**config.mk**
```make
export PLATFORM = sky130hd
export DESIGN_NAME = load_store_unit_flat
export DESIGN_NICKNAME = d
export VERILOG_FILES = /design/src/rtl/lsu_pkg.sv /design/src/rtl/load_store_unit_if.sv /design/src/rtl/lsu_lane_align.sv /design/src/rtl/load_store_unit.sv /design/src/flat_wrapper.sv
export SDC_FILE = /design/constraint.sdc
export NUM_CORES = 1
export LEC_CHECK = 0
export ABC_AREA = 1
export BUFFER_PORTS_ARGS = -buffer_cell sky130_fd_sc_hd__buf_4
export CORE_UTILIZATION = 57
export DETAILED_ROUTE_END_ITERATION = 10
export MAX_ROUTING_LAYER = met4
export PLACE_DENSITY_LB_ADDON = 0.25
export SLEW_MARGIN = 25
export SYNTH_ARGS = -nofsm -noshare
export SYNTH_HDL_FRONTEND = slang
export SYNTH_SLANG_ARGS = --single-unit
export TNS_END_PERCENT = 100
```
**constraint.sdc**
```tcl
create_clock -name clk -period 4.6 [get_ports clk]
set_clock_uncertainty 0.1 [all_clocks]
set_input_delay 0.92 -clock clk [delete_from_list [all_inputs] [get_ports clk]]
set_output_delay 0.92 -clock clk [all_outputs]
set_load 0.1 [all_outputs]
```
**src/rtl/lsu_pkg.sv**
```systemverilog
// rtl/lsu_pkg.sv - shared states, access sizes, funct3 codes and alignment helper for the load/store unit
package lsu_pkg;

    typedef enum logic [1:0] {IDLE, READ, WRITE, RESP} lsu_state_e;

    // Encoding matches funct3[1:0], so a size is a direct cast of those bits.
    typedef enum logic [1:0] {BYTE, HALF, WORD, DOUBLE} lsu_size_e;

    localparam logic [2:0] F3_B   = 3'b000;
    localparam logic [2:0] F3_H   = 3'b001;
    localparam logic [2:0] F3_W   = 3'b010;
    localparam logic [2:0] F3_D   = 3'b011;
    localparam logic [2:0] F3_BU  = 3'b100;
    localparam logic [2:0] F3_HU  = 3'b101;
    localparam logic [2:0] F3_WU  = 3'b110;
    localparam logic [2:0] F3_BAD = 3'b111;

    function automatic logic misaligned(lsu_size_e size, logic [2:0] offset);
        case (size)
            BYTE:    return 1'b0;
            HALF:    return offset[0];
            WORD:    return |offset[1:0];
            default: return |offset;
        endcase
    endfunction

endpackage

```
**src/rtl/load_store_unit_if.sv**
```systemverilog
// rtl/load_store_unit_if.sv - request/response and data-memory signals of the load/store unit
interface load_store_unit_if;
    logic        req_valid;
    logic        req_ready;
    logic        req_write;
    logic [2:0]  req_funct3;
    logic [63:0] req_addr;
    logic [63:0] req_wdata;
    logic        resp_valid;
    logic [63:0] resp_rdata;
    logic        resp_err;
    logic [63:0] mem_address;
    logic [63:0] mem_write_data;
    logic        mem_write_en;
    logic        mem_read_en;
    logic [63:0] mem_read_data;

    modport master (
        input  req_valid, req_write, req_funct3, req_addr, req_wdata, mem_read_data,
        output req_ready, resp_valid, resp_rdata, resp_err,
               mem_address, mem_write_data, mem_write_en, mem_read_en
    );

    modport slave (
        output req_valid, req_write, req_funct3, req_addr, req_wdata, mem_read_data,
        input  req_ready, resp_valid, resp_rdata, resp_err,
               mem_address, mem_write_data, mem_write_en, mem_read_en
    );
endinterface

```
**src/rtl/lsu_lane_align.sv**
```systemverilog
// rtl/lsu_lane_align.sv - combinational lane extraction/extension for loads and lane merge for stores
module lsu_lane_align
    import lsu_pkg::*;
(
    input  lsu_size_e   size_i,
    input  logic        signed_i,
    input  logic [2:0]  offset_i,
    input  logic [63:0] rdata_i,
    input  logic [63:0] old_i,
    input  logic [63:0] wdata_i,
    output logic [63:0] load_o,
    output logic [63:0] merge_o
);
    logic [2:0]  lane_off;
    logic [5:0]  shamt;
    logic [63:0] lane_mask;
    logic [63:0] shifted;

    always_comb begin
        lane_off  = offset_i;
        lane_mask = '1;
        // Offset bits below the access size are dropped, giving forced alignment.
        case (size_i)
            BYTE: lane_mask = 64'h0000_0000_0000_00FF;
            HALF: begin
                lane_mask = 64'h0000_0000_0000_FFFF;
                lane_off  = {offset_i[2:1], 1'b0};
            end
            WORD: begin
                lane_mask = 64'h0000_0000_FFFF_FFFF;
                lane_off  = {offset_i[2], 2'b00};
            end
            default: lane_off = 3'b000;
        endcase
        shamt   = {lane_off, 3'b000};
        shifted = rdata_i >> shamt;
        load_o  = shifted & lane_mask;
        if (signed_i) begin
            case (size_i)
                BYTE:    load_o = {{56{shifted[7]}}, shifted[7:0]};
                HALF:    load_o = {{48{shifted[15]}}, shifted[15:0]};
                WORD:    load_o = {{32{shifted[31]}}, shifted[31:0]};
                default: load_o = shifted;
            endcase
        end
        merge_o = (old_i & ~(lane_mask << shamt)) | ((wdata_i & lane_mask) << shamt);
    end
endmodule

```
**src/rtl/load_store_unit.sv**
```systemverilog
// rtl/load_store_unit.sv - data-memory initiator with RMW sub-word stores; LSU_MISALIGN_TRAP_EN enables error traps
module load_store_unit
    import lsu_pkg::*;
(
    input  logic           clk,
    input  logic           rstn,
    load_store_unit_if.master bus
);
    lsu_state_e  state_q, state_d;
    logic [63:0] addr_q, addr_d;
    logic [63:0] wdata_q, wdata_d;
    logic [2:0]  funct3_q, funct3_d;
    logic        write_q, write_d;
    logic [63:0] old_q, old_d;
    logic [63:0] rdata_q, rdata_d;
    logic        err_q, err_d;
    logic        req_err;
    logic [63:0] load_data;
    logic [63:0] merge_data;

    lsu_lane_align u_align (
        .size_i   (lsu_size_e'(funct3_q[1:0])),
        .signed_i (~funct3_q[2]),
        .offset_i (addr_q[2:0]),
        .rdata_i  (bus.mem_read_data),
        .old_i    (old_q),
        .wdata_i  (wdata_q),
        .load_o   (load_data),
        .merge_o  (merge_data)
    );

    always_comb begin
`ifdef LSU_MISALIGN_TRAP_EN
        req_err = misaligned(lsu_size_e'(bus.req_funct3[1:0]), bus.req_addr[2:0])
                  || (bus.req_write ? bus.req_funct3[2] : (bus.req_funct3 == F3_BAD));
`else
        req_err = 1'b0;
`endif
    end

    always_comb begin
        state_d  = state_q;
        addr_d   = addr_q;
        wdata_d  = wdata_q;
        funct3_d = funct3_q;
        write_d  = write_q;
        old_d    = old_q;
        rdata_d  = rdata_q;
        err_d    = err_q;

        bus.req_ready      = (state_q == IDLE) && rstn;
        bus.resp_valid     = (state_q == RESP);
        bus.resp_rdata     = (state_q == RESP) ? rdata_q : 64'h0;
        bus.resp_err       = (state_q == RESP) && err_q;
        bus.mem_read_en    = (state_q == READ);
        bus.mem_write_en   = (state_q == WRITE);
        bus.mem_address    = (state_q == READ || state_q == WRITE) ? {addr_q[63:3], 3'b000} : 64'h0;
        bus.mem_write_data = (state_q == WRITE) ? merge_data : 64'h0;

        case (state_q)
            IDLE: if (bus.req_valid) begin
                addr_d   = bus.req_addr;
                wdata_d  = bus.req_wdata;
                funct3_d = bus.req_funct3;
                write_d  = bus.req_write;
                rdata_d  = 64'h0;
                err_d    = req_err;
                if (req_err)
                    state_d = RESP;
                else if (bus.req_write && bus.req_funct3[1:0] == F3_D[1:0])
                    state_d = WRITE;
                else
                    state_d = READ;
            end
            READ: begin
                if (write_q) begin
                    old_d   = bus.mem_read_data;
                    state_d = WRITE;
                end else begin
                    rdata_d = load_data;
                    state_d = RESP;
                end
            end
            WRITE:   state_d = RESP;
            RESP:    state_d = IDLE;
            default: state_d = IDLE;
        endcase
    end

    always_ff @(posedge clk or negedge rstn) begin
        if (!rstn) begin
            state_q  <= IDLE;
            addr_q   <= '0;
            wdata_q  <= '0;
            funct3_q <= '0;
            write_q  <= 1'b0;
            old_q    <= '0;
            rdata_q  <= '0;
            err_q    <= 1'b0;
        end else begin
            state_q  <= state_d;
            addr_q   <= addr_d;
            wdata_q  <= wdata_d;
            funct3_q <= funct3_d;
            write_q  <= write_d;
            old_q    <= old_d;
            rdata_q  <= rdata_d;
            err_q    <= err_d;
        end
    end
endmodule

```
**src/flat_wrapper.sv**
```systemverilog
// flat-port wrapper written by rule: the top's interface ports become plain ports
module load_store_unit_flat import lsu_pkg::*;
  (clk, rstn, bus_req_valid, bus_req_write, bus_req_funct3, bus_req_addr, bus_req_wdata, bus_mem_read_data, bus_req_ready, bus_resp_valid, bus_resp_rdata, bus_resp_err, bus_mem_address, bus_mem_write_data, bus_mem_write_en, bus_mem_read_en);
  load_store_unit_if bus_i ();
  input  logic clk;
  input  logic rstn;
  input wire logic [$bits(bus_i.req_valid)-1:0] bus_req_valid;
  input wire logic [$bits(bus_i.req_write)-1:0] bus_req_write;
  input wire logic [$bits(bus_i.req_funct3)-1:0] bus_req_funct3;
  input wire logic [$bits(bus_i.req_addr)-1:0] bus_req_addr;
  input wire logic [$bits(bus_i.req_wdata)-1:0] bus_req_wdata;
  input wire logic [$bits(bus_i.mem_read_data)-1:0] bus_mem_read_data;
  output wire logic [$bits(bus_i.req_ready)-1:0] bus_req_ready;
  output wire logic [$bits(bus_i.resp_valid)-1:0] bus_resp_valid;
  output wire logic [$bits(bus_i.resp_rdata)-1:0] bus_resp_rdata;
  output wire logic [$bits(bus_i.resp_err)-1:0] bus_resp_err;
  output wire logic [$bits(bus_i.mem_address)-1:0] bus_mem_address;
  output wire logic [$bits(bus_i.mem_write_data)-1:0] bus_mem_write_data;
  output wire logic [$bits(bus_i.mem_write_en)-1:0] bus_mem_write_en;
  output wire logic [$bits(bus_i.mem_read_en)-1:0] bus_mem_read_en;
  assign bus_i.req_valid = bus_req_valid;
  assign bus_i.req_write = bus_req_write;
  assign bus_i.req_funct3 = bus_req_funct3;
  assign bus_i.req_addr = bus_req_addr;
  assign bus_i.req_wdata = bus_req_wdata;
  assign bus_i.mem_read_data = bus_mem_read_data;
  assign bus_req_ready = bus_i.req_ready;
  assign bus_resp_valid = bus_i.resp_valid;
  assign bus_resp_rdata = bus_i.resp_rdata;
  assign bus_resp_err = bus_i.resp_err;
  assign bus_mem_address = bus_i.mem_address;
  assign bus_mem_write_data = bus_i.mem_write_data;
  assign bus_mem_write_en = bus_i.mem_write_en;
  assign bus_mem_read_en = bus_i.mem_read_en;
  load_store_unit u_core (.clk(clk), .rstn(rstn), .bus(bus_i));
endmodule
```
* Yosys cells after proc, flatten, opt, wreduce, memory -nomap -nowiden *
Index checks and enable logic that the tools add are counted.
Widths: inputs -> output; s select.

storage, ports and cells
  word-level logic and storage cells = 46
  register bits after elaboration = 262
  output and inout bits = 197

operators by class
  muxes and demuxes = 14
  shift operators = 3
  bitwise gates (word level) = 5
  reduce and logical (&&, ||, !) cells = 9
  eq/ne operators = 8

operators with widths
  operator            count
  $mux 64             6
  $pmux 64 s3         2
  $and 64x64->64      3
  $pmux 64 s2         1
  $shl 64x6->64       2
  $not 64->64         1
  $or 64x64->64       1
  $shr 64x6->64       1
  $pmux 3 s3          1
  $eq 2x2->1 const B  4
  $pmux 2 s4          1
  $eq 2x1->1 const B  2
  $logic_not 2->1     2
  $mux 2              2
  $ne 2x2->1 const B  2
  $reduce_and 2->1    2
  $reduce_and 3->1    1
  $logic_and 1x1->1   2
  $reduce_bool 2->1   1
  $logic_or 1x1->1    1
  $mux 1              1

* Depth between registers and ports, before layout *
Gate-level depths: netlist of the first run.

  depth in word-level cells = 7
  gate-level depth with buffers = 14
  depth with buffers taken out = 12

* Cells and area by module *
From an unflattened synthesis of the first run, not the netlist that was laid out.

unflattened totals
  cells, all modules = 2,341
  area total of the unflattened synthesis = 15,854.0 sq um

modules (own cells, without submodules)
  module           instances  area each (sq um)  seq. area each (sq um)  cells an instance
  load_store_unit  1          12,379.4           6,556.3                 1,633
  lsu_lane_align   1          3,474.6            0.0                     708

* Worst setup path after synthesis of the first run *
Ideal clock, no wire load.

  path type = flip-flop to output port
  start = register u_core.state_q[0]
  end = output bus_mem_write_data[62]
  arrival = 3.380 ns
  required time = 3.580 ns
  buffers on the path = 1
  slack = 0.200 ns
  cell stages (with the launch flop) = 6
  path through = dfrtp_1 > inv_1 > ha_1 > inv_1 > clkbuf_1 > a31oi_1

on the way
  longest elaborated chain between the ends = 2

RTL lines
  what                        RTL line                source
  start: declaration          load_store_unit.sv:9    lsu_state_e state_q, state_d;
  start signal: assignment    load_store_unit.sv:101  state_q <= state_d;
  $eq 2x2->1                  -
  named net bus_mem_write_en  flat_wrapper.sv:19      output wire logic [$bits(bus_i.mem_write_en)-1:0] bus_mem_write_en;
  $mux 64                     load_store_unit.sv:58   bus.mem_write_data = (state_q == WRITE) ? merge_data : 64'h0;
  end: declaration            flat_wrapper.sv:18      output wire logic [$bits(bus_i.mem_write_data)-1:0] bus_mem_write_data;

The timed path passes the listed nets, and every way through them passes these cells.

* Worst setup path after layout of the first run *
  start = register u_core.funct3_q[1]
  end = output bus_mem_write_data[13]

on the way
  longest elaborated chain between the ends = 7

RTL lines
  what                                       RTL line                source
  start: declaration                         load_store_unit.sv:12   logic [2:0] funct3_q, funct3_d;
  start signal: assignment                   load_store_unit.sv:104  funct3_q <= funct3_d;
  $eq 2x2->1, or another cell as far along   lsu_lane_align.sv:23    case (size_i)
  $pmux 64 s3 or $pmux 3 s3 (tied branches)  lsu_lane_align.sv:23
  $shl 64x6->64                              lsu_lane_align.sv:46    merge_o = (old_i & ~(lane_mask << shamt)) | ((wdata_i & lane_mask) << shamt);
  $not 64->64                                lsu_lane_align.sv:46
  $and 64x64->64                             lsu_lane_align.sv:46
  $or 64x64->64 *                            lsu_lane_align.sv:46
  $mux 64 *                                  load_store_unit.sv:58

Every way passes the cells marked *; elsewhere a longest branch is shown, timed or not.

==> results of run 1 <==
-- layer usage --
layer	GRT usage [%]	share of wire, %
met5	-	0
met1	52.8	36
met3	8.10	10
met2	70.4	48
met4	25.0	6.3
-- cells by family (layout without fill, tap and decap cells) --
| group | after synthesis | in the layout | synth area share [%] |
|---|---|---|---|
| compound gates | 272 | 272 | 11.2 |
| fa+ha+maj | 5 | 5 | 0.440 |
| other cells | 1 | 7 | 0.0264 |
| simple gates | 815 | 815 | 23.6 |
| mux | 109 | 109 | 8.64 |
| flops | 262 | 262 | 46.1 |
| buf+inv | 343 | 688 | 10.0 |
-- state kept, by name, summed over array words and instances, names as in the netlist --
| register | flops |
|---|---|
| u_core.addr_q | 64 |
| u_core.old_q | 64 |
| u_core.rdata_q | 64 |
| u_core.wdata_q | 64 |
| u_core.funct3_q | 3 |
| u_core.state_q | 2 |
| u_core.write_q | 1 |
-- how the worst max path moves through the flow --
stage                                         to  slack, ns  cells after the start
after floorplan           bus_mem_write_data[62]       0.20                      5
after global placement     bus_mem_write_data[7]       0.91                      7
after detailed placement   bus_mem_write_data[7]       0.85                      7
after CTS                  bus_mem_write_data[7]       0.28                      7
after global routing      bus_mem_write_data[13]        0.1                      7
final                     bus_mem_write_data[13]       0.11                      7
-- stage by stage --
| step | area [µm²] | instances |
|---|---|---|
| after detailed placement | 17200 | 2431 |
| after CTS | 18100 | 2479 |
| after global routing | 18100 | 2482 |
| after floorplan | 14200 | 1810 |
| final | 18100 | 2482 |
| after global placement | 17200 | 2431 |
-- area by class of cell --
type                            instances  area (µm²)  area share, %
Inverter                              224         841           4.64
Clock inverter                          8        70.1          0.387
Clock buffer                           40         805           4.44
Sequential cell                       262        6560           36.2
Antenna cell                            3        7.51         0.0414
Timing Repair Buffer                  416        3160           17.4
Tap cell                              324         405           2.24
Multi-Input combinational cell       1205        6280           34.7
-- critical path: cells and delay by family (launching register included) --
kind / cells / cell delay [ns]
DFF: 1 / 0.51
AOI/OAI and AO/OA: 2 / 0.93
and+or+nand+nor: 3 / 0.83
buffers and inverters: 2 / 0.64
-- cells in the final DEF (no fill, tap or decap), types with 2 or more instances in the layout --
| cell | netlist | layout |
|---|---|---|
| nand2_1 | 669 | 667 |
| nor2_4 | 2 | 2 |
| nand2_2 | 3 | 4 |
| o2111ai_1 | 4 | 4 |
| clkinv_2 | 0 | 5 |
| inv_1 | 221 | 221 |
| buf_12 | 0 | 2 |
| inv_2 | 2 | 2 |
| clkbuf_8 | 0 | 8 |
| a32oi_1 | 5 | 5 |
| o211ai_1 | 20 | 20 |
| o21ai_0 | 96 | 96 |
| a21oi_1 | 69 | 69 |
| clkbuf_1 | 61 | 5 |
| a211o_1 | 2 | 2 |
| or2_2 | 9 | 9 |
| nand2_4 | 3 | 4 |
| buf_4 | 7 | 413 |
| ha_1 | 5 | 3 |
| o21ai_1 | 16 | 16 |
| ha_4 | 0 | 2 |
| nand3_2 | 19 | 19 |
| a32o_1 | 7 | 7 |
| clkinvlp_4 | 0 | 2 |
| o31ai_1 | 2 | 2 |
| mux2_2 | 109 | 109 |
| conb_1 | 1 | 4 |
| clkbuf_16 | 0 | 27 |
| o22ai_1 | 15 | 15 |
| dfrtp_1 | 262 | 261 |
| diode_2 | 0 | 3 |
| nor2_2 | 2 | 2 |
| o221ai_1 | 8 | 8 |
| a22oi_1 | 2 | 2 |
| nand3_1 | 76 | 76 |
| nor2_1 | 29 | 29 |
| a31oi_1 | 21 | 21 |
-- what timing repair did --
| action | in CTS | in global routing |
|---|---|---|
| resized for setup | 0 | 1 |
| buffers inserted | 0 | 0 |
| endpoints found under the setup margin | 0 | 2 |
==> impl_results.md, run 1 <==
* Top post-synthesis cells by count: nand2_1, dfrtp_1, inv_1, mux2_2, o21ai_0
* # fillers at 1776
* R2R Setup Slk at 1.15 ns
* Via count at 14445
* Chip width at 160 µm
* CTS H-tree lvls at 1
* Clock Latency Late Sink at 0.54 ns
* Number of port buffers at 391
* Syn. warnings at 0
* Share of cells above drive strength 1 at 28.5%
* Place WS at 0.851 ns
* Worst R2R Path Depth at 9
* # IOs at 396
* Crit Path Category: reg2out
* First-pass GRT wire length at 82900 µm
* Initial antenna violation count at 3
* Startpoint types: register
* DRC at 0
* Fin crit share at 97.5%
* Max-slew violation count at 0
* Vias per inst at 5.82
* Num Clock Sinks at 262
* Routed Wire Length at 55000 µm
* CP arrival at 3.47 ns
* Post-Syn Area at 0.0142 mm²
* Share of the synthesized area in the top cell type at 46.1%
* Crit-path cells: nor2_4, nand2_4, buf_4, o22ai_1, nand3_1, a21oi_1, buf_4
* Max Freq at 223 MHz
* Final core utilization at 74.3%
* Synth top area cells: dfrtp_1, nand2_1, mux2_2
* Worst-margin pin slew at 0.853 ns
* CTS tree: done
* Num rows at 57
* Outcome: finished clean
* Clock-pin slew on the worst setup and hold paths at 0.07 ns
* Core area at 0.0244 mm²
* Setup Viol. Count Final at 0
* FFs w/ async S/R, synth at 100%
* Yosys top cell by area: dfrtp_1
* GRT Total Usage at 44.1%
* Largest net degree at the start of global routing at 154
* Max clock buf depth at 3
* Crit Path Max Fanout at 36
* Nets at 2340
* Min Tclk post-route at 4.49 ns
* Critical path endpoint category: primary output
* Worst r2r src: u_core.funct3_q[1]$_DFFE_PN0P_
* FF+latch count, synth at 262
* CP most frequent cell: buf_4
* Post-DRT Antenna Nets at 0
* Starting density of the core at 58.3%
* Critical Path Source: u_core.funct3_q[1]$_DFFE_PN0P_
* Detailed Routing Iterations Pass 1 at 8
* Required time of the critical path at 3.58 ns
* Slew HR at 43.1%
* CTS Buf Count at 27
* Post-synth EDFFs at 0
* Most common cell in the netlist: nand2_1
* Detail Placement HPWL at 40100 µm
* Worst path slowest cell: o22ai_1
* Syn Inst Count at 1807
* Gp weighted congestion at 1.02
* CTS root buffer: clkbuf_16
* RSZ-0062 raised after global routing: no
* Area delta synth->final at 27.5%
* Hold WC Path Type: in2async
* Final Hold Vio Count at 0
* Setup TNS at 0 ns
* Worst path max stage delay at 0.68 ns
* Avg WL per Cell at 22.2 µm
* Setup WS post-layout at 0.113 ns
* Reg2Reg Capture Point: u_core.rdata_q[56]$_DFFE_PN0P_
* Dominant synthesized flop cell: dfrtp_1
* Hold-fix buffers, CTS at 0
* Number of different library cells in the post-synthesis netlist at 42
* Avg Cell Area, Syn at 7.87 µm²
* Vias in the first global route at 14256
* Die Height at 160 µm
* GRT Residual Overflow at 0
* Iter 0 DRT Violations at 1877
* Die area at 0.0256 mm²
* Seq/Total Area, Yosys at 46.1%
* Max cap viols at 0
* Hold Slack at 0.183 ns
Power of run 1 is not shown: default switching activity piles up to over one toggle a cycle in this logic, so the estimate is an artifact.
==> inputs of run 2 (changes only) <==
Settings changed: CORE_MARGIN from default to 8, CORE_UTILIZATION 57 to 40.
==> impl_results.md, run 2 (synthesis results as in run 1) <==
* Outcome: finished clean
* Detailed Routing Iterations Pass 1 at 5
* Num rows at 69
* Routed Wire Length at 59800 µm
* Clock-pin slew on the worst setup and hold paths at 0.06 ns
* CP top delay family: simple AND/OR/NAND/NOR gates
* Avg WL per Cell at 22.8 µm
* CTS H-tree lvls at 1
* Vias in the first global route at 14088
* Final Hold Vio Count at 0
* GRT Residual Overflow at 0
* First-pass GRT wire length at 88500 µm
* Crit Path Category: reg2out
* Share of cells above drive strength 1 at 28.8%
* Starting density of the core at 40.3%
* Max Freq at 227 MHz
* Worst path max stage delay at 0.64 ns
* Multi-input gate area at 0.00628 mm²
* Fin crit share at 95.8%
* Max cap viols at 0
* Num Clock Sinks at 262
* Slew HR at 33.3%
* Die area at 0.0418 mm²
* RSZ-0062 raised after global routing: no
* Clock Latency Late Sink at 0.58 ns
* Number of port buffers at 391
* Crit Path Max Fanout at 52
* Hold Slack at 0.196 ns
* Post-DRT Antenna Nets at 0
* Via count at 13708
* Dpl cells at 2572
* CTS root buffer: clkbuf_16
* Cell Count, Final, Fillers Out at 2629
* Critical path endpoint category: primary output
* Worst-margin pin slew at 1.00 ns
* Gp weighted congestion at 0.965
* Max-slew violation count at 0
* CP arrival at 3.39 ns
* # fillers at 3495
* Setup TNS at 0 ns
* Vias per inst at 5.21
* Largest net degree at the start of global routing at 123
* Setup Viol. Count Final at 0
* Worst path slowest cell: dfrtp_2
* WP buf/inv at 2
* CTS Buf Count at 29
* Startpoint types: register
* Nets at 2346
* CP most frequent cell: buf_4
* Die Height at 205 µm
* Detail Placement HPWL at 46200 µm
* Core area at 0.0353 mm²
* Crit-path cells: nor2_4, nand2_4, buf_4, nand2_1, a21oi_1, buf_4
* Iter 0 DRT Violations at 1013
* Initial antenna violation count at 4
* Max clock buf depth at 3
* Hold WC Path Type: in2async
* Required time of the critical path at 3.58 ns
* Leading cell types in the layout, fill and taps excluded: nand2_1, buf_4, dfrtp_1
* GRT Total Usage at 28.7%
* Min Tclk post-route at 4.41 ns
* Chip width at 205 µm
* Area delta synth->final at 29.7%
* Commonest non-fill, non-tap cell in the layout: nand2_1
* Register Area at 0.00656 mm²
* Hold-fix buffers, CTS at 0
* DRC at 0
* # IOs at 396
* CTS tree: done
## run 2: worst reg2reg max path, cell delays in order, from the launching register on
cell and delay, ns:
dfrtp_2 0.57, nand2_4 0.25, nand2_4 0.07, buf_4 0.32, nor2_2 0.72, nand3_1 0.18
nand3_2 0.15, a21oi_2 0.06, nand3_2 0.07, buf_4 0.32, nand3_1 0.16, nand2_1 0.08
## run 2: repair_timing
action | CTS | global route
endpoints found under the setup margin | 2 | 0
gates resized for setup | 1 | 0
setup buffers | 0 | 0
## run 2: layout make-up
class	count	share of cell area [%]
Antenna cell	4	0.0543
Clock buffer	44	4.73
Clock inverter	9	0.597
Inverter	224	4.56
Multi-Input combinational cell	1205	34.1
Sequential cell	262	35.6
Tap cell	461	3.13
Timing Repair Buffer	420	17.3
## run 2: final timing paths
kind | from | end | slack, ns | depth (start not counted)
max in group asynchronous | rstn | u_core.addr_q[40]$_DFFE_PN0P_ | 3.08 | 2
worst max register to register | u_core.funct3_q[1]$_DFFE_PN0P_ | u_core.rdata_q[38]$_DFFE_PN0P_ | 1.48 | 11
worst min-delay path | rstn | u_core.rdata_q[47]$_DFFE_PN0P_ | 0.20 | 1
worst min register to register | u_core.rdata_q[24]$_DFFE_PN0P_ | u_core.rdata_q[24]$_DFFE_PN0P_ | 0.38 | 2
min in group clk | u_core.rdata_q[24]$_DFFE_PN0P_ | u_core.rdata_q[24]$_DFFE_PN0P_ | 0.38 | 2
worst max-delay path | u_core.funct3_q[1]$_DFFE_PN0P_ | bus_mem_write_data[7] | 0.19 | 6
## run 2: through the flow
| step | setup WS, ns | utilization (%) | area [µm²] |
|---|---|---|---|
| final | 0.192 | 52.2 | 18400 |
| after CTS | 0.175 | 52.1 | 18400 |
| after global routing | 0.0312 | 52.2 | 18400 |
| after global placement | 0.593 | 49.3 | 17400 |
| after detailed placement | 0.563 | 49.3 | 17400 |
| after floorplan | 0.200 | - | 14200 |
## run 2: layer usage
layer,vias to the layer above,track usage (%),routed length (µm)
li1,6406,-,-
met3,111,7.72,5390
met2,604,45.5,28300
met4,0,10.9,2370
met5,-,-,0
met1,6587,34.7,23800
Power of run 2 is left out for the same reason.
==> inputs of run 3 (changes only) <==
Settings changed: CELL_PAD_IN_SITES_DETAIL_PLACEMENT from default to 0, CELL_PAD_IN_SITES_GLOBAL_PLACEMENT from default to 1.
==> impl_results.md, run 3 (synthesis results as in run 1) <==
* Commonest non-fill, non-tap cell in the layout: nand2_1
* Final core utilization at 52.3%
* Worst path slowest cell: dfrtp_1
* Hold Slack at 0.0782 ns
* Num Clock Sinks at 262
* Via count at 13555
* Detailed Routing Iterations Pass 1 at 6
* Max-slew violation count at 0
* Post-CTS Resized at 0
* Detail Placement HPWL at 46100 µm
* # IOs at 396
* Die Height at 205 µm
* Die area at 0.0418 mm²
* # Post-CTS Setup Buffers at 0
* First-pass GRT wire length at 87200 µm
* Cell Count, Final, Fillers Out at 2630
* Required time of the critical path at 3.58 ns
* Number of port buffers at 391
* Min Tclk post-route at 4.23 ns
* DRC at 0
* CTS Buf Count at 30
* Setup Viol. Count Final at 0
* Starting density of the core at 40.3%
* Worst path max stage delay at 0.51 ns
* Crit-path cells: nor2_4, nand2_4, inv_1, a21oi_1, nand2_1, nand2_1, inv_1, nand2_1, a31oi_1, buf_4
* Max Freq at 237 MHz
* Core area at 0.0353 mm²
* CTS root buffer: clkbuf_16
* Setup TNS at 0 ns
* Share of cells above drive strength 1 at 28.7%
* CTS H-tree lvls at 1
* Max clock buf depth at 3
* Slew HR at 31.9%
* Final Hold Vio Count at 0
* GRT Total Usage at 28.1%
* Chip width at 205 µm
* Num rows at 69
* Fin crit share at 91.9%
* Avg WL per Cell at 22.3 µm
* Crit Path Category: reg2out
* CP most frequent cell: nand2_1
* Routed Wire Length at 58600 µm
* Clock Latency Late Sink at 0.60 ns
* Hold WC Path Type: in2async
* Vias in the first global route at 14166
* Worst-margin pin slew at 1.02 ns
* Crit Path Max Fanout at 33
* Vias per inst at 5.15
* Max cap viols at 0
* Startpoint types: register
* Largest net degree at the start of global routing at 88
* Outcome: finished clean
* Area delta synth->final at 29.8%
* Iter 0 DRT Violations at 1039
* Leading cell types in the layout, fill and taps excluded: nand2_1, buf_4, dfrtp_1
* Hold-fix buffers, CTS at 0
* GRT Residual Overflow at 0
* Critical path endpoint category: primary output
* Dpl cells at 2571
* # fillers at 3460
* CP arrival at 3.21 ns
* Gp weighted congestion at 0.964
* Clock-pin slew on the worst setup and hold paths at 0.06 ns
* CTS tree: done
* Initial antenna violation count at 3
* Critical Path Source: u_core.funct3_q[1]$_DFFE_PN0P_
* Post-DRT Antenna Nets at 0
* Nets at 2346
* Worst r2r src: u_core.funct3_q[1]$_DFFE_PN0P_
* RSZ-0062 raised after global routing: no
run 3: cell count changes in the layout (fill, tap and decap cells not counted), sizes merged:
cell	before	now
buf	420	419
bufinv	2	1
clkbuf	44	48
clkinv	7	5
diode	4	3
inv	224	226
run 3: per-stage QoR:
step                      area (µm²)  worst slack (ns)
final                          18500             0.374
after CTS                      18400             0.364
after detailed placement       17400              1.01
after global placement         17400              1.04
after floorplan                14200             0.200
after global routing           18500            0.0748
run 3: final cells by class:
type / count / area, µm² / area share [%]
Antenna cell: 3 / 7.51 / 0.0407
Clock buffer: 48 / 908 / 4.92
Clock inverter: 8 / 101 / 0.549
Inverter: 224 / 841 / 4.56
Multi-Input combinational cell: 1205 / 6280 / 34.0
Sequential cell: 262 / 6560 / 35.5
Tap cell: 461 / 577 / 3.13
Timing Repair Buffer: 419 / 3180 / 17.2
run 3: worst paths after layout:
| path | endpoint | slack (ns) | cells past startpoint |
|---|---|---|---|
| setup reg to reg | u_core.rdata_q[39]$_DFFE_PN0P_ | 1.15 | 8 |
| min in group clk | u_core.rdata_q[25]$_DFFE_PN0P_ | 0.38 | 2 |
| hold reg to reg | u_core.rdata_q[25]$_DFFE_PN0P_ | 0.38 | 2 |
| max in group asynchronous | u_core.rdata_q[31]$_DFFE_PN0P_ | 2.61 | 3 |
| setup / recovery | bus_mem_write_data[55] | 0.37 | 10 |
| hold / removal | u_core.addr_q[10]$_DFFE_PN0P_ | 0.08 | 1 |
run 3: critical path, delay by kind of cell, from the launching register on:
| kind | cells | cell delay, ns |
|---|---|---|
| simple gates | 5 | 0.65 |
| compound gates | 2 | 0.35 |
| flops | 1 | 0.51 |
| buf+inv | 3 | 1.07 |
run 3: layer usage:
metal / vias up / part of all wire [%] / wire length (µm) / track usage, %
li1: 6411 / - / - / -
met1: 6545 / 40 / 23300 / 33.6
met2: 504 / 48 / 28300 / 45.9
met3: 95 / 8.4 / 4920 / 7.15
met4: 0 / 3.6 / 2090 / 9.54
met5: - / 0 / 0 / -
Power of run 3 is left out for the same reason.
